### src/rtl/uart_frame_receiver.sv
// 8N1 UART receiver that reassembles byte pairs into 12-bit ADC samples and streams them with valid/ready.
// Optional: define UART_RX_MAJORITY_EN for 3-sample majority voting on start/data/stop bits.
module uart_frame_receiver #(
  parameter int unsigned CLK_HZ        = 50_000_000,
  parameter int unsigned BAUD          = 115_200,
  parameter int unsigned FRAME_SAMPLES = 32,
  parameter int unsigned TIMEOUT_BITS  = 20
) (
  input  logic        sysclk,
  input  logic        rst_n,
  input  logic        enable,
  input  logic        rx,
  output logic [11:0] sample_data,
  output logic [4:0]  sample_idx,
  output logic        sample_valid,
  input  logic        sample_ready,
  output logic        frame_done,
  output logic        frame_err,
  output logic        pad_err,
  output logic        overrun,
  output logic        busy
);

  localparam int unsigned CLKS_PER_BIT = CLK_HZ / BAUD;
  localparam int unsigned CNT_W        = $clog2(CLKS_PER_BIT + 2);
  localparam int unsigned TMO_LIMIT    = TIMEOUT_BITS * CLKS_PER_BIT;
  localparam int unsigned TMO_W        = $clog2(TMO_LIMIT + 1);
  localparam logic [4:0]  LAST_IDX     = 5'(FRAME_SAMPLES - 1);

  typedef enum logic [2:0] {RX_IDLE, RX_START, RX_DATA, RX_STOP, RX_WAIT_HIGH} rx_state_t;
  typedef enum logic {F_LO, F_HI} frame_state_t;

  rx_state_t    rx_state, rx_next;
  frame_state_t frame_state, frame_next;

  logic             rx_m, rx_s, bit_val;
  logic [CNT_W-1:0] clk_cnt;
  logic [2:0]       bit_cnt;
  logic [7:0]       rx_byte, lo_byte;
  logic [4:0]       samp_cnt;
  logic [TMO_W-1:0] tmo_cnt;
  logic             start_ok, byte_strobe, stop_err, tmo_hit, accept, bit_done, start_done;

  always_ff @(posedge sysclk or negedge rst_n) begin
    if (!rst_n) begin
      rx_m <= 1'b1;
      rx_s <= 1'b1;
    end else begin
      rx_m <= rx;
      rx_s <= rx_m;
    end
  end

`ifdef UART_RX_MAJORITY_EN
  // Decision taken one cycle past the centre so rx_s/rx_d1/rx_d2 cover centre+1/centre/centre-1.
  localparam int unsigned START_WAIT = CLKS_PER_BIT / 2 + 1;
  logic rx_d1, rx_d2;
  always_ff @(posedge sysclk or negedge rst_n) begin
    if (!rst_n) begin
      rx_d1 <= 1'b1;
      rx_d2 <= 1'b1;
    end else begin
      rx_d1 <= rx_s;
      rx_d2 <= rx_d1;
    end
  end
  assign bit_val = (rx_s & rx_d1) | (rx_s & rx_d2) | (rx_d1 & rx_d2);
`else
  localparam int unsigned START_WAIT = CLKS_PER_BIT / 2;
  assign bit_val = rx_s;
`endif

  assign bit_done   = (clk_cnt == CNT_W'(CLKS_PER_BIT - 1));
  assign start_done = (clk_cnt == CNT_W'(START_WAIT - 1));
  assign accept     = sample_valid & sample_ready;
  assign tmo_hit    = busy && (rx_state == RX_IDLE) && (tmo_cnt == TMO_W'(TMO_LIMIT - 1)) && !byte_strobe;

  always_comb begin
    rx_next     = rx_state;
    start_ok    = 1'b0;
    byte_strobe = 1'b0;
    stop_err    = 1'b0;
    case (rx_state)
      RX_IDLE:  if (!rx_s) rx_next = RX_START;
      RX_START: if (start_done) begin
                  if (!bit_val) begin
                    rx_next  = RX_DATA;
                    start_ok = 1'b1;
                  end else begin
                    rx_next = RX_IDLE;
                  end
                end
      RX_DATA:  if (bit_done && bit_cnt == 3'd7) rx_next = RX_STOP;
      RX_STOP:  if (bit_done) begin
                  if (bit_val) begin
                    byte_strobe = 1'b1;
                    rx_next     = RX_IDLE;
                  end else begin
                    stop_err = 1'b1;
                    rx_next  = RX_WAIT_HIGH;
                  end
                end
      RX_WAIT_HIGH: if (rx_s) rx_next = RX_IDLE;
      default:  rx_next = RX_IDLE;
    endcase
  end

  always_comb begin
    frame_next = frame_state;
    if (stop_err || tmo_hit)
      frame_next = F_LO;
    else if (byte_strobe)
      frame_next = (frame_state == F_LO) ? F_HI : F_LO;
  end

  always_ff @(posedge sysclk or negedge rst_n) begin
    if (!rst_n) begin
      rx_state <= RX_IDLE;
      clk_cnt  <= '0;
      bit_cnt  <= '0;
      rx_byte  <= '0;
    end else if (!enable) begin
      rx_state <= RX_IDLE;
      clk_cnt  <= '0;
      bit_cnt  <= '0;
      rx_byte  <= '0;
    end else begin
      rx_state <= rx_next;
      if (rx_next != rx_state || (rx_state == RX_DATA && bit_done))
        clk_cnt <= '0;
      else if (rx_state inside {RX_START, RX_DATA, RX_STOP})
        clk_cnt <= clk_cnt + 1'b1;
      else
        clk_cnt <= '0;
      if (start_ok)
        bit_cnt <= '0;
      else if (rx_state == RX_DATA && bit_done) begin
        bit_cnt <= bit_cnt + 1'b1;
        rx_byte <= {bit_val, rx_byte[7:1]};
      end
    end
  end

  always_ff @(posedge sysclk or negedge rst_n) begin
    if (!rst_n) begin
      frame_state  <= F_LO;
      lo_byte      <= '0;
      samp_cnt     <= '0;
      tmo_cnt      <= '0;
      sample_data  <= '0;
      sample_idx   <= '0;
      sample_valid <= 1'b0;
      frame_done   <= 1'b0;
      frame_err    <= 1'b0;
      pad_err      <= 1'b0;
      overrun      <= 1'b0;
      busy         <= 1'b0;
    end else if (!enable) begin
      frame_state  <= F_LO;
      lo_byte      <= '0;
      samp_cnt     <= '0;
      tmo_cnt      <= '0;
      sample_data  <= '0;
      sample_idx   <= '0;
      sample_valid <= 1'b0;
      frame_done   <= 1'b0;
      frame_err    <= 1'b0;
      pad_err      <= 1'b0;
      overrun      <= 1'b0;
      busy         <= 1'b0;
    end else begin
      frame_state <= frame_next;
      frame_done  <= 1'b0;
      frame_err   <= stop_err | tmo_hit;

      if (busy && rx_state == RX_IDLE && !tmo_hit)
        tmo_cnt <= tmo_cnt + 1'b1;
      else
        tmo_cnt <= '0;

      if (accept) begin
        sample_valid <= 1'b0;
        if (sample_idx == LAST_IDX) begin
          frame_done <= 1'b1;
          busy       <= 1'b0;
        end
      end

      if (byte_strobe && frame_state == F_LO)
        lo_byte <= rx_byte;

      // High byte completes a sample; a dropped last sample still closes the frame.
      if (byte_strobe && frame_state == F_HI) begin
        pad_err <= pad_err | (|rx_byte[7:4]);
        if (!sample_valid || accept) begin
          sample_valid <= 1'b1;
          sample_data  <= {rx_byte[3:0], lo_byte};
          sample_idx   <= samp_cnt;
        end else begin
          overrun <= 1'b1;
          if (samp_cnt == LAST_IDX) begin
            frame_done <= 1'b1;
            busy       <= 1'b0;
          end
        end
        samp_cnt <= (samp_cnt == LAST_IDX) ? '0 : samp_cnt + 1'b1;
      end

      if (stop_err || tmo_hit) begin
        samp_cnt <= '0;
        busy     <= 1'b0;
      end

      if (start_ok)
        busy <= 1'b1;
    end
  end

endmodule

### config.mk
export PLATFORM = sky130hd
export DESIGN_NAME = uart_frame_receiver
export DESIGN_NICKNAME = d
export VERILOG_FILES = /design/src/rtl/uart_frame_receiver.sv
export SDC_FILE = /design/constraint.sdc
export NUM_CORES = 1
export LEC_CHECK = 0
export ABC_AREA = 0
export ABC_CLOCK_PERIOD_IN_PS = 3300
export CAP_MARGIN = 30
export CORE_UTILIZATION = 40
export DETAILED_ROUTE_END_ITERATION = 8
export PLACE_DENSITY = 0.63
export REMOVE_ABC_BUFFERS = 1
export SYNTH_ARGS = -nofsm -noshare
export SYNTH_HDL_FRONTEND = slang
export SYNTH_SLANG_ARGS = --single-unit
### constraint.sdc
create_clock -name sysclk -period 3.3 [get_ports sysclk]
set_input_delay 0.99 -clock sysclk [delete_from_list [all_inputs] [get_ports sysclk]]
set_output_delay 0.99 -clock sysclk [all_outputs]
set_load 0.02 [all_outputs]
==> impl_metrics.ini <==
[logic_synthesis]
synth_top_area_share_pct = 52.6
synth_area_leaders = dfrtp_1 (53%), nor2_1 (5.9%), mux2i_1 (5.1%), nand3_1 (4.1%), xnor2_1 (3.7%)
async_reset_ff_share_pct = 100
yosysUniqueCellTypes = 40
synth-edff-count = 0
yosysWarningCount = 0
syn_area_per_cell_um2 = 9.98
syn-cell-area_um2 = 3520
seq_area_frac_synth_pct = 54.1
synth_cells = 353
synth-main-ff-cell = dfrtp_1
ys_seq_elements = 76
yosysTopAreaCell = dfrtp_1

[timing]
drv_slew = 0
post-route-period-util_pct = 71.7
finalSetupViolations = 0
max_slew_margin_pct = 37.5
min_period_ns = 2.37
rsz0062_at_grt = false
finalClockSkew_ns = 0.0158
worst_slew_pin_slew_ns = 0.937
fmax_mhz = 423
hold_violations = 0
tns_ns = 0

[die]
initial_utilization_pct = 42.0
fp.dieW_um = 95.8
core_area_um2 = 8380
chipHeight_um = 95.8
num_rows = 33
ios = 28
dieArea_um2 = 9180

[layout]
nets = 387
drive_gt1_share_pct = 6.86
antenna_cells = 0
design_area_um2 = 4110
area_growth_pct = 16.7
post-route-util_pct = 49.0

[run]
cap_viol_max_count = 0

[drt]
drt-met1-wl_um = 3340
wl_met2_um = 3420
ant_nets = 0
vias = 2670
drc = 0
initialDrtViolationCount = 133
wirelength_um = 7060
top_layer = met4
vias_per_cell = 5.52
wl_per_cell_um = 14.6
first_pass_iters = 4
met3_length_um = 189

[setup_path]
cp.arrival_ns = 2.64
slowest_delay_ns = 0.47
crit_path_max_fanout = 20
crit_path_start_kind = flop
slowest_stage = or4_1
critPathTopFamily = simple AND/OR/NAND/NOR gates
worst-path-buf-inv = 2
path_class = flop to flop
cp-end-kind = flop
crit_required_ns = 3.58
cp_cell_sequence = inv_1 -> ha_1 -> and4b_1 -> nand4_1 -> buf_4 -> or4_1 -> a21oi_1

[cts]
cts_buffer_depth = 2
clkTransAtPathRegs_ns = 0.09
clk_latency_ns = 0.35
numClockSinks = 76
root_buffer = clkbuf_8
cts_resized = 0
cts_tree = yes
cts-htree-levels = 3
cts_made_buffers = 9
cts_setup_buffers = 0
cts_hold_buf = 0

[grt]
grt_max_degree = 77
grt_pass1_wl_um = 12000
grt_pass1_vias = 2609
overflow = 0
track_usage_pct = 17.1
antenna_found_initial = 0

[place]
place.port_buffers = 27
placed_area_um2 = 3850
routabilityCongestion = 0.778
dp_hpwl_um = 4450

[power]
power_density_nw_per_um2 = 458
combPwrFrac_pct = 2.4
ir_drop_mv = 0.219
intPower_w = 0.00149
p_seq_share_pct = 49.9
clkPwrFrac_pct = 47.7
power_switching_share_pct = 20.7
leakage_nw = 1.81
netSwitchingPower_w = 0.000390

[hold_path]
worstHoldPathType = flop to flop

[outcome]
status = finished, final reports clean
## synthesized netlist by cell type, types with 2 or more instances
master    count
dfrtp_1      74
nor2_1       55
nand3_1      29
a21oi_1      26
nand2_1      20
o21ai_0      20
mux2i_1      18
xnor2_1      15
clkbuf_1     14
nand4_1      10
ha_1          8
inv_1         7
nor3_1        7
xor2_1        5
buf_2         4
nor4_1        4
and4_1        3
and4b_1       3
nand2b_1      3
a211oi_1      2
a31oi_1       2
and2_1        2
dfstp_2       2
nor2b_1       2
or3_1         2
or4_1         2
## flip-flops by register name (all words and copies together) (netlist names)
| register | flops |
|---|---|
| sample_data | 12 |
| pad_err | 1 |
| sample_valid | 1 |
| tmo_cnt | 14 |
| rx_m | 1 |
| rx_byte | 8 |
| clk_cnt | 9 |
| bit_cnt | 3 |
| bit_val | 1 |
| busy | 1 |
| frame_done | 1 |
| rx_state | 3 |
| overrun | 1 |
| sample_idx | 5 |
| samp_cnt | 5 |
| lo_byte | 8 |
| frame_err | 1 |
| frame_state | 1 |
## through the flow
step | cells | worst slack [ns] | power, W | hold slack (ns)
detailed placement | 468 | 0.762 | 0.00100 | 0.347
finish | 484 | 0.934 | 0.00188 | 0.357
global placement | 468 | 0.788 | 0.00100 | 0.347
floorplan | 333 | 0.945 | 0.000971 | 0.345
CTS | 484 | 0.932 | 0.00190 | 0.358
global route | 484 | 0.785 | 0.00194 | 0.368
## power by group through the flow
stage | logic, W | registers (W) | clock network [W]
3_3_place_gp | 0.0000456 | 0.000957 | 0
3_5_place_dp | 0.0000461 | 0.000957 | 0
6_report | 0.0000444 | 0.000939 | 0.000898
5_1_grt | 0.0000514 | 0.000940 | 0.000952
2_1_floorplan | 0.0000152 | 0.000956 | 0
4_1_cts | 0.0000461 | 0.000939 | 0.000912
## final timing paths
| kind | startpoint | end | slack, ns | cells past startpoint |
|---|---|---|---|---|
| setup / recovery | clk_cnt[1]$_DFF_PN0_ | samp_cnt[3]$_DFFE_PN0P_ | 0.93 | 7 |
| hold / removal | rx_m$_DFF_PN1_ | bit_val$_DFF_PN1_ | 0.36 | 0 |
| setup reg to reg | clk_cnt[1]$_DFF_PN0_ | samp_cnt[3]$_DFFE_PN0P_ | 0.93 | 7 |
| hold reg to reg | rx_m$_DFF_PN1_ | bit_val$_DFF_PN1_ | 0.36 | 0 |
| max in group asynchronous | rst_n | rx_state[1]$_DFF_PN0_ | 1.90 | 1 |
| min in group asynchronous | rst_n | sample_idx[1]$_DFFE_PN0P_ | 0.77 | 1 |
## worst reg2reg max path, stage by stage, from the launching register on
cell,delay (ns)
dfrtp_1,0.40
inv_1,0.08
ha_1,0.13
and4b_1,0.39
nand4_1,0.33
buf_4,0.32
or4_1,0.48
a21oi_1,0.17
## kinds of logic (layout without fill, tap and decap cells)
kind of cell,count (synthesis),after routing,synth area share (%)
xor+xnor,20,20,4.97
fa+ha+maj,8,8,2.84
simple gates,150,150,21.4
buf+inv,27,53,3.34
flops,76,76,54.1
mux,18,18,5.12
compound gates,54,54,8.28
## placed cells by master, fill, tap and decap left out, types with 2 or more instances in the layout
cell	count
and4_1	3
bufinv_16	3
nand2b_1	3
o21ai_0	20
nor2b_1	2
xnor2_1	15
and2_1	2
inv_1	7
nor3_1	7
dfstp_2	2
xor2_1	5
and4b_1	3
a31oi_1	2
nor4_1	4
nand2_1	20
dfrtp_1	74
a21oi_1	26
nand3_1	29
clkdlybuf4s50_1	26
nor2_1	55
or4_1	2
or3_1	2
a211oi_1	2
buf_4	4
nand4_1	10
clkbuf_8	11
ha_1	8
mux2i_1	18
## layout make-up
| class | instances | area [µm²] |
|---|---|---|
| multi-input cells | 250 | 1500 |
| flip-flops and latches | 76 | 1900 |
| clock inverters | 5 | 106 |
| clock buffers | 11 | 151 |
| well taps | 105 | 131 |
| inverters | 7 | 26.3 |
| repair buffers | 30 | 290 |
| fillers | 785 | 4270 |
## per-layer routing
layer	vias up	track usage [%]
li1	1268	-
met1	1357	22.4
met2	35	27.6
met3	10	3.32
met4	0	7.09
met5	-	0
(Power assumes the default switching activity.)
